<file path="config.mk">
export PLATFORM = sky130hd
export DESIGN_NAME = ahb_sram_slave_if_flat
export DESIGN_NICKNAME = d
export VERILOG_FILES = /design/src/rtl/ahb_sram_slave_if_pkg.sv /design/src/rtl/ahb_sram_slave_if_if.sv /design/src/rtl/ahb_sram_slave_if_ack_timer.sv /design/src/rtl/ahb_sram_slave_if.sv /design/src/flat_wrapper.sv
export SDC_FILE = /design/constraint.sdc
export NUM_CORES = 1
export LEC_CHECK = 0
export CORE_MARGIN = 4
export CORE_UTILIZATION = 28
export CTS_BUF_LIST = sky130_fd_sc_hd__clkbuf_8
export CTS_CLUSTER_SIZE = 25
export DETAILED_ROUTE_END_ITERATION = 8
export GPL_ROUTABILITY_DRIVEN = 0
export GPL_TIMING_DRIVEN = 0
export PLACE_DENSITY = 0.65
export REMOVE_ABC_BUFFERS = 1
export SYNTH_ARGS = -nofsm -noshare
export SYNTH_HDL_FRONTEND = slang
export SYNTH_SLANG_ARGS = --single-unit
</file>
<file path="constraint.sdc">
create_clock -name HCLK -period 5.1 [get_ports HCLK]
set_input_delay 1.02 -clock HCLK [delete_from_list [all_inputs] [get_ports HCLK]]
set_output_delay 1.02 -clock HCLK [all_outputs]
set_load 0.1 [all_outputs]
</file>
<file path="src/rtl/ahb_sram_slave_if_pkg.sv">
// Shared definitions for the AHB-Lite to SRAM-controller slave bridge:
// FSM encoding, AHB constants and the address-phase legality check.
package ahb_sram_slave_if_pkg;

  typedef enum logic [2:0] {
    ST_IDLE     = 3'd0,
    ST_WDATA    = 3'd1,
    ST_ISSUE    = 3'd2,
    ST_WAIT_ACK = 3'd3,
    ST_DONE     = 3'd4,
    ST_ERR1     = 3'd5,
    ST_ERR2     = 3'd6
  } state_e;

  localparam logic [1:0] HTRANS_IDLE   = 2'b00;
  localparam logic [1:0] HTRANS_BUSY   = 2'b01;
  localparam logic [1:0] HTRANS_NONSEQ = 2'b10;
  localparam logic [1:0] HTRANS_SEQ    = 2'b11;

  localparam logic [1:0] HRESP_OKAY  = 2'b00;
  localparam logic [1:0] HRESP_ERROR = 2'b01;

  localparam logic [2:0] HSIZE_BYTE = 3'b000;
  localparam logic [2:0] HSIZE_HALF = 3'b001;
  localparam logic [2:0] HSIZE_WORD = 3'b010;

  // Oversized, misaligned or out-of-range accesses are rejected before reaching the SRAM
  function automatic logic access_error(input logic [2:0]  size,
                                        input logic [19:0] addr,
                                        input logic [31:0] mem_bytes);
    logic err;
    err = 1'b0;
    if (size > HSIZE_WORD) begin
      err = 1'b1;
    end else if ((size == HSIZE_HALF) && addr[0]) begin
      err = 1'b1;
    end else if ((size == HSIZE_WORD) && (addr[1:0] != 2'b00)) begin
      err = 1'b1;
    end else begin
      err = 1'b0;
    end
    if ({12'd0, addr} >= mem_bytes) begin
      err = 1'b1;
    end else begin
      err = err;
    end
    return err;
  endfunction

endpackage

</file>
<file path="src/rtl/ahb_sram_slave_if_if.sv">
// Bus bundle between the AHB-Lite fabric / SRAM controller and the bridge.
interface ahb_sram_slave_if_if;
  logic        HSEL;
  logic        HREADYIN;
  logic        HWRITE;
  logic [1:0]  HTRANS;
  logic [2:0]  HSIZE;
  logic [19:0] HADDR;
  logic [31:0] HWDATA;
  logic        HREADYOUT;
  logic [1:0]  HRESP;
  logic [31:0] HRDATA;
  logic        ahbsram_req;
  logic        ahbsram_write;
  logic [2:0]  ahbsram_size;
  logic [19:0] ahbsram_addr;
  logic [31:0] ahbsram_wdata;
  logic        sramahb_ack;
  logic [31:0] sramahb_rdata;
  logic        BUSY;

  modport slave (
    input  HSEL, HREADYIN, HWRITE, HTRANS, HSIZE, HADDR, HWDATA,
    input  sramahb_ack, sramahb_rdata, BUSY,
    output HREADYOUT, HRESP, HRDATA,
    output ahbsram_req, ahbsram_write, ahbsram_size, ahbsram_addr, ahbsram_wdata
  );

  modport master (
    output HSEL, HREADYIN, HWRITE, HTRANS, HSIZE, HADDR, HWDATA,
    output sramahb_ack, sramahb_rdata, BUSY,
    input  HREADYOUT, HRESP, HRDATA,
    input  ahbsram_req, ahbsram_write, ahbsram_size, ahbsram_addr, ahbsram_wdata
  );
endinterface

</file>
<file path="src/rtl/ahb_sram_slave_if_ack_timer.sv">
// Loadable down-counter bounding how long the bridge waits for an SRAM ack.
module ahb_sram_ack_timer #(
  parameter int ACK_TIMEOUT = 15
) (
  input  logic clk,
  input  logic rst,
  input  logic load,
  input  logic en,
  output logic expire
);
  localparam int W = $clog2(ACK_TIMEOUT + 1);

  logic [W-1:0] count_q;
  logic [W-1:0] count_d;

  // Reload on WAIT_ACK entry, count down while waiting, saturate at zero
  always_comb begin
    count_d = count_q;
    if (load) begin
      count_d = W'(ACK_TIMEOUT);
    end else if (en && (count_q != {W{1'b0}})) begin
      count_d = count_q - W'(1);
    end else begin
      count_d = count_q;
    end
  end

  // Counter register
  always_ff @(posedge clk or posedge rst) begin
    if (rst) begin
      count_q <= {W{1'b0}};
    end else begin
      count_q <= count_d;
    end
  end

  // Flags the last permitted wait cycle, so the ACK_TIMEOUT-th cycle is the final one
  assign expire = (count_q == W'(1));
endmodule

</file>
<file path="src/rtl/ahb_sram_slave_if.sv">
// AHB-Lite slave that turns single transfers into one-shot SRAM controller requests.
module ahb_sram_slave_if
  import ahb_sram_slave_if_pkg::*;
#(
  parameter int MEM_BYTES   = 2048,
  parameter int ACK_TIMEOUT = 15
) (
  input  logic                 HCLK,
  input  logic                 HRESET,
  ahb_sram_slave_if_if.slave   bus
);

  state_e      state_q, state_d;
  logic [19:0] addr_q,  addr_d;
  logic [2:0]  size_q,  size_d;
  logic        write_q, write_d;
  logic [31:0] wdata_q, wdata_d;
  logic        valid_s;
  logic        timer_load_s;
  logic        timer_expire_s;
  logic        in_wait_s;

  assign valid_s = bus.HSEL & bus.HREADYIN &
                   ((bus.HTRANS == HTRANS_NONSEQ) || (bus.HTRANS == HTRANS_SEQ));
  assign in_wait_s = (state_q == ST_WAIT_ACK);

  // Next-state and request-field capture
  always_comb begin
    state_d      = state_q;
    addr_d       = addr_q;
    size_d       = size_q;
    write_d      = write_q;
    wdata_d      = wdata_q;
    timer_load_s = 1'b0;
    case (state_q)
      ST_IDLE, ST_DONE, ST_ERR2: begin
        if (!valid_s) begin
          state_d = ST_IDLE;
        end else if (access_error(bus.HSIZE, bus.HADDR, 32'(MEM_BYTES))) begin
          state_d = ST_ERR1;
        end else begin
          addr_d  = bus.HADDR;
          size_d  = bus.HSIZE;
          write_d = bus.HWRITE;
          state_d = bus.HWRITE ? ST_WDATA : ST_ISSUE;
        end
      end
      ST_WDATA: begin
        wdata_d = bus.HWDATA;
        state_d = ST_ISSUE;
      end
      ST_ISSUE: begin
        if (bus.BUSY) begin
          state_d = ST_ISSUE;
        end else begin
          timer_load_s = 1'b1;
          state_d      = ST_WAIT_ACK;
        end
      end
      ST_WAIT_ACK: begin
        // An ack landing in the final timeout cycle still wins
        if (bus.sramahb_ack) begin
          state_d = ST_DONE;
        end else if (timer_expire_s) begin
          state_d = ST_ERR1;
        end else begin
          state_d = ST_WAIT_ACK;
        end
      end
      ST_ERR1: begin
        state_d = ST_ERR2;
      end
      default: begin
        state_d = ST_IDLE;
      end
    endcase
  end

  // State and request registers
  always_ff @(posedge HCLK or posedge HRESET) begin
    if (HRESET) begin
      state_q <= ST_IDLE;
      addr_q  <= 20'd0;
      size_q  <= 3'd0;
      write_q <= 1'b0;
      wdata_q <= 32'd0;
    end else begin
      state_q <= state_d;
      addr_q  <= addr_d;
      size_q  <= size_d;
      write_q <= write_d;
      wdata_q <= wdata_d;
    end
  end

  ahb_sram_ack_timer #(.ACK_TIMEOUT(ACK_TIMEOUT)) u_ack_timer (
    .clk    (HCLK),
    .rst    (HRESET),
    .load   (timer_load_s),
    .en     (in_wait_s),
    .expire (timer_expire_s)
  );

  assign bus.HREADYOUT     = !((state_q == ST_WDATA) || (state_q == ST_ISSUE) ||
                               (state_q == ST_WAIT_ACK) || (state_q == ST_ERR1));
  assign bus.HRESP         = ((state_q == ST_ERR1) || (state_q == ST_ERR2)) ? HRESP_ERROR : HRESP_OKAY;
  assign bus.HRDATA        = (state_q == ST_DONE) ? bus.sramahb_rdata : 32'd0;
  assign bus.ahbsram_req   = (state_q == ST_ISSUE) && !bus.BUSY;
  assign bus.ahbsram_write = write_q;
  assign bus.ahbsram_size  = size_q;
  assign bus.ahbsram_addr  = addr_q;
  assign bus.ahbsram_wdata = wdata_q;
endmodule

</file>
<file path="src/flat_wrapper.sv">
// flat-port wrapper written by rule: the top's interface ports become plain ports
module ahb_sram_slave_if_flat import ahb_sram_slave_if_pkg::*;
#(
  parameter int MEM_BYTES   = 2048,
  parameter int ACK_TIMEOUT = 15
)
  (HCLK, HRESET, bus_HSEL, bus_HREADYIN, bus_HWRITE, bus_HTRANS, bus_HSIZE, bus_HADDR, bus_HWDATA, bus_sramahb_ack, bus_sramahb_rdata, bus_BUSY, bus_HREADYOUT, bus_HRESP, bus_HRDATA, bus_ahbsram_req, bus_ahbsram_write, bus_ahbsram_size, bus_ahbsram_addr, bus_ahbsram_wdata);
  ahb_sram_slave_if_if bus_i ();
  input  logic HCLK;
  input  logic HRESET;
  input wire logic [$bits(bus_i.HSEL)-1:0] bus_HSEL;
  input wire logic [$bits(bus_i.HREADYIN)-1:0] bus_HREADYIN;
  input wire logic [$bits(bus_i.HWRITE)-1:0] bus_HWRITE;
  input wire logic [$bits(bus_i.HTRANS)-1:0] bus_HTRANS;
  input wire logic [$bits(bus_i.HSIZE)-1:0] bus_HSIZE;
  input wire logic [$bits(bus_i.HADDR)-1:0] bus_HADDR;
  input wire logic [$bits(bus_i.HWDATA)-1:0] bus_HWDATA;
  input wire logic [$bits(bus_i.sramahb_ack)-1:0] bus_sramahb_ack;
  input wire logic [$bits(bus_i.sramahb_rdata)-1:0] bus_sramahb_rdata;
  input wire logic [$bits(bus_i.BUSY)-1:0] bus_BUSY;
  output wire logic [$bits(bus_i.HREADYOUT)-1:0] bus_HREADYOUT;
  output wire logic [$bits(bus_i.HRESP)-1:0] bus_HRESP;
  output wire logic [$bits(bus_i.HRDATA)-1:0] bus_HRDATA;
  output wire logic [$bits(bus_i.ahbsram_req)-1:0] bus_ahbsram_req;
  output wire logic [$bits(bus_i.ahbsram_write)-1:0] bus_ahbsram_write;
  output wire logic [$bits(bus_i.ahbsram_size)-1:0] bus_ahbsram_size;
  output wire logic [$bits(bus_i.ahbsram_addr)-1:0] bus_ahbsram_addr;
  output wire logic [$bits(bus_i.ahbsram_wdata)-1:0] bus_ahbsram_wdata;
  assign bus_i.HSEL = bus_HSEL;
  assign bus_i.HREADYIN = bus_HREADYIN;
  assign bus_i.HWRITE = bus_HWRITE;
  assign bus_i.HTRANS = bus_HTRANS;
  assign bus_i.HSIZE = bus_HSIZE;
  assign bus_i.HADDR = bus_HADDR;
  assign bus_i.HWDATA = bus_HWDATA;
  assign bus_i.sramahb_ack = bus_sramahb_ack;
  assign bus_i.sramahb_rdata = bus_sramahb_rdata;
  assign bus_i.BUSY = bus_BUSY;
  assign bus_HREADYOUT = bus_i.HREADYOUT;
  assign bus_HRESP = bus_i.HRESP;
  assign bus_HRDATA = bus_i.HRDATA;
  assign bus_ahbsram_req = bus_i.ahbsram_req;
  assign bus_ahbsram_write = bus_i.ahbsram_write;
  assign bus_ahbsram_size = bus_i.ahbsram_size;
  assign bus_ahbsram_addr = bus_i.ahbsram_addr;
  assign bus_ahbsram_wdata = bus_i.ahbsram_wdata;
  ahb_sram_slave_if #(.MEM_BYTES(MEM_BYTES), .ACK_TIMEOUT(ACK_TIMEOUT)) u_core (.HCLK(HCLK), .HRESET(HRESET), .bus(bus_i));
endmodule
</file>
* Word level (Yosys, flattened, before mapping) *
Cells that the tools add are included.

cells by class
  muxes and demuxes = 19
  bitwise operators = 3
  $add $sub $neg = 1
  equality and inequality tests = 11
  order comparisons = 2
  reduce and logical (&&, ||, !) cells = 17

operators by type and width
  operator                                                                               number
  32-bit 2-to-1 mux                                                                      1
  20-bit by 12-bit greater-or-equal comparator with 1-bit output, second input constant  1
  3-bit case mux with 5 select lines                                                     1
  3-bit 2-to-1 mux                                                                       4
  1-bit 2-to-1 mux                                                                       10
  3-bit by 2-bit == test with 1-bit output, second input constant                        3
  3-bit == test, second input constant                                                   3
  4-bit 2-to-1 mux                                                                       2
  3-bit by 1-bit == test with 1-bit output, second input constant                        2
  1-bit logical OR                                                                       5
  2-bit == test, second input constant                                                   2
  4-bit by 1-bit == test with 1-bit output, second input constant                        1
  1-bit logical AND                                                                      4
  2-bit nonzero test                                                                     2
  4-bit nonzero test                                                                     1
  4-bit by 1-bit subtractor with 4-bit output, second input constant                     1
  3-bit by 2-bit > comparator with 1-bit output, second input constant                   1
  3-bit logical NOT                                                                      1
  3-bit AND reduction                                                                    1
  3-bit OR reduction                                                                     1
  1-bit bitwise AND                                                                      2
  1-bit logical NOT                                                                      2
  2-bit 2-to-1 mux                                                                       1
  1-bit inverter                                                                         1

word-level totals
  word-level logic and storage cells = 59
  register bits = 63
  input bits = 96

* Longest topological paths before layout *
  depth after elaboration = 11
  gate-level depth with buffers = 6
  gate-level depth less buffers = 6

* By module *
From an unflattened synthesis, not the netlist that was laid out.

unflattened totals
  cells, all modules = 220
  area total of the unflattened synthesis = 2835.2 µm²

by module, submodules not included
  module              cells each  area an instance (µm²)  instances  seq. area each (µm²)
  ahb_sram_slave_if   196         2595.0                  1          1476.4
  ahb_sram_ack_timer  24          240.2                   1          100.1

* Worst setup path after synthesis *
No wires, ideal clock.

  kind = input to output
  from = input port bus_BUSY
  to = output port bus_ahbsram_req
  path buffers = 0
  slack = 2.043 ns
  required time = 4.080 ns
  cell stages on the path = 2
  arrival time = 2.037 ns
  cells stage by stage = or3_1 inv_1

between the ends
  longest elaborated chain between the ends = 2

RTL lines
  what                line                      text
  start: declaration  flat_wrapper.sv:20        input wire logic [$bits(bus_i.BUSY)-1:0] bus_BUSY;
  1-bit logical NOT   ahb_sram_slave_if.sv:108  assign bus.ahbsram_req = (state_q == ST_ISSUE) && !bus.BUSY;
  1-bit logical AND   ahb_sram_slave_if.sv:108
  end: declaration    flat_wrapper.sv:24        output wire logic [$bits(bus_i.ahbsram_req)-1:0] bus_ahbsram_req;

Every way passes these cells.

* Worst setup path after layout *
  from = register u_core.state_q[0]
  to = output port bus_HRDATA[0]

between the ends
  longest elaborated chain between the ends = 2

RTL lines
  what                      line                      text
  start: declaration        ahb_sram_slave_if.sv:13   state_e state_q, state_d;
  start signal: assignment  ahb_sram_slave_if.sv:88   state_q <= state_d;
  3-bit == test             ahb_sram_slave_if.sv:107  assign bus.HRDATA = (state_q == ST_DONE) ? bus.sramahb_rdata : 32'd0;
  32-bit 2-to-1 mux         ahb_sram_slave_if.sv:107
  end: declaration          flat_wrapper.sv:23        output wire logic [$bits(bus_i.HRDATA)-1:0] bus_HRDATA;

Every way passes these cells.

==> impl_results.md <==
* Critical-path maximum fanout at 19
* Drt first pass iters at 4
* H-Tree Level Count at 3
* Initial Util at 28.8%
* Synth top area share at 55.7%
* Clock Power Share at 11.9%
* Hold Path Depth at 1
* Grt ovf at 0
* Synth warn at 0
* Die Width at 109 microns
* CTS Hold Bufs at 0
* Die Y at 109 microns
* Synth Instances at 212
* Largest net degree at the start of global routing at 36
* Final ANT Viol Nets at 0
* Ant. Diodes at 0
* Final setup TNS at 0 ns
* Slew HR at 20.0%
* Crit-path max cell delay at 1.15 ns
* Die area at 11800 sq um
* Cell taking the most area after synthesis: dfrtp_1
* Worst reg2reg path depth at 4
* Nets@finish at 498
* P_int at 1.40 mW
* Sw Share at 56.4%
* Seq pwr share at 23.2%
* Skew-Pair Late Insertion Delay at 0.33 ns
* Worst Path Arrival at 3.11 ns
* GRT Total Usage at 12.5%
* Status: complete, no violations
* R2r endpoint: u_core.bus.ahbsram_addr[5]
* Crit path cell chain: nor3b_2 -> buf_6 -> and2_1 -> clkdlybuf4s50_1
* Port buffer count at 185
* Layout cells sized above 1 at 17.1%
* WP data required at 4.08 ns
* Worst Max-Slew Pin Slew at 1.20 ns
* Final hold viol count at 0
* Area grow syn2layout at 76.4%
* Final period util at 81.0%
* Final Skew at 0.00925 ns
* Post-CTS setup buffers at 0
* Vias in the first global route at 2388
* CP endpoint kind: output port
* Critical path type: flop to output port
* Synth area leaders: dfrtp_1 56%, mux2_2 14%, and2_1 7.1%
* Peak supply drop at 0.000331 V
* CTS tree: yes
* Syn Area/Cell at 13.4 sq um
* Clk root buf: clkbuf_8
* Number of CTS-inserted buffers at 9
* Reg2reg setup slack at 2.60 ns
* DP Wirelength at 6.03 mm
* Iter 0 DRT Violations at 70
* I/O Pins at 188
* Min cycle time layout at 4.13 ns
* Resize count post-CTS at 0
* Wire length per cell at 14.2 microns
* CP Launch Type: flop
* Vias at 2288
* RSZ-0062 raised after global routing: no
* Largest delay contributor family on the critical path: buffers and inverters
* Residual DRC at 0
* Setup violations, final at 0
* Worst-path clk slew at 0.07 ns
* Net switching power at 1.81 mW
* Worst Path Buf+Inv at 2
* Worst hold path startpoint: u_core.bus.ahbsram_wdata[22]
* CTS sink count at 63
* Core Area at 9820 sq um
* Worst hold path class: flop to flop
* Bufs on Longest Clock Path at 2
* Synthesized flop and latch total at 63
* Routed Wire Length at 7.63 mm
* Comb pwr share at 64.9%
* Antenna violations before repair at 0
* Mapped Area at 2830 sq um
* Global-route wire length before repair at 11.6 mm
* Library cells used by synthesis at 33
* Max-slew violations at 0
* Worst r2r src: u_core.state_q[2]
* Non-filler cells, final at 537
* Max-cap violations at 0
* CP max stage cell: clkdlybuf4s50_1
* Core Rows at 36
* Hold EP: u_core.bus.ahbsram_wdata[22]
* Power Dens Cells at 642 nW/um^2
* Pwr Total at 3.20 mW
* Dpl cells at 521
* Seq/Total Area, Yosys at 55.7%
* Leakage at 2.09 nW
* Fmax achieved at 242 MHz
* Vias per cell at 4.26
==> layout by cell type (no fill, tap or decap), drive strengths merged <==
cell	synthesis	final
a2bb2oi	1	1
and2	32	32
and2b	2	2
and4b	2	2
buf	7	2
clkbuf	4	10
clkdlybuf4s50	0	185
clkinv	0	3
clkinvlp	0	2
conb	1	1
dfrtp	63	63
ha	3	3
inv	5	6
mux2	46	46
mux2i	1	1
nand2	4	4
nand2b	2	2
nand4	2	2
nor2	3	3
nor2b	13	13
nor3	2	2
nor3b	4	4
nor4	2	2
o211ai	2	2
o21a	2	2
o21ai	3	3
o221ai	1	1
o41ai	1	1
or3	1	1
xnor2	3	3
==> synth_stat cells (all sizes together) <==
library cell / number
mux2i: 1
and4b: 2
nand4: 2
or3: 1
o21a: 2
o41ai: 1
clkbuf: 4
nor2: 3
o21ai: 3
nor3: 2
conb: 1
inv: 5
nor4: 2
xnor2: 3
o211ai: 2
nand2b: 2
a2bb2oi: 1
nor3b: 4
ha: 3
and2b: 2
buf: 7
o221ai: 1
mux2: 46
nand2: 4
and2: 32
dfrtp: 63
nor2b: 13
==> how the worst max path moves through the flow <==
stage | start | to | slack, ns | cells past startpoint
final | u_core.state_q[0] | bus_HRDATA[0] | 0.97 | 4
after floorplan | u_core.state_q[0] | bus_HRDATA[0] | 1.55 | 2
after detailed placement | bus_BUSY | bus_ahbsram_req | 0.97 | 4
after CTS | u_core.state_q[0] | bus_HRDATA[0] | 0.87 | 4
after global routing | u_core.state_q[0] | bus_HRDATA[0] | 0.74 | 4
after global placement | u_core.state_q[0] | bus_HRDATA[0] | 0.28 | 3
==> power by group through the flow <==
stage / sequential [mW] / clock (mW) / combinational (mW)
final: 0.743 / 0.380 / 2.08
after CTS: 0.746 / 0.398 / 2.10
after global routing: 0.769 / 0.423 / 2.15
after floorplan: 1.70 / 0 / 0.632
after detailed placement: 0.756 / 0 / 2.10
after global placement: 0.748 / 0 / 2.08
==> logic make-up after synthesis <==
logic type	Yosys count	share of synthesized area, %
mux	47	20.0
xor+xnor	3	0.928
fa+ha+maj	3	1.33
simple gates	69	16.1
flops	63	55.7
buf+inv	16	3.31
compound gates	10	2.52
other cells	1	0.132
==> per-stage QoR <==
stage	utilization [%]	area, sq um	worst slack (ns)	hold WS [ns]
after floorplan	-	2760	1.55	0.510
after global placement	48.6	4770	0.285	0.470
after detailed placement	49.1	4820	0.975	0.477
after CTS	50.9	4990	0.869	0.493
after global routing	50.9	4990	0.738	0.515
final	50.9	4990	0.971	0.488
==> sequential cells by signal, indices dropped and copies added (netlist names) <==
register                    count
u_core.bus.ahbsram_wdata       32
u_core.bus.ahbsram_addr        20
u_core.u_ack_timer.count_q      4
u_core.bus.ahbsram_size         3
u_core.state_q                  3
u_core.bus.ahbsram_write        1
==> area by class of cell <==
| class | instances | area, sq um |
|---|---|---|
| tap | 133 | 166 |
| clock inverter | 6 | 37.5 |
| sequential | 63 | 1580 |
| inverter | 5 | 18.8 |
| timing repair buffer | 187 | 1880 |
| clock buffer | 10 | 138 |
| multi-input combinational | 133 | 1170 |
| fill | 935 | 4830 |
==> per-layer routing <==
layer	vias to the layer above	routed length (microns)	GRT usage, %
li1	1090	-	-
met1	1083	3050	14.1
met2	109	3780	21.9
met3	6	763	4.96
met4	0	42	2.98
met5	-	0	0
No activity file was read; power rests on OpenSTA's default activity.
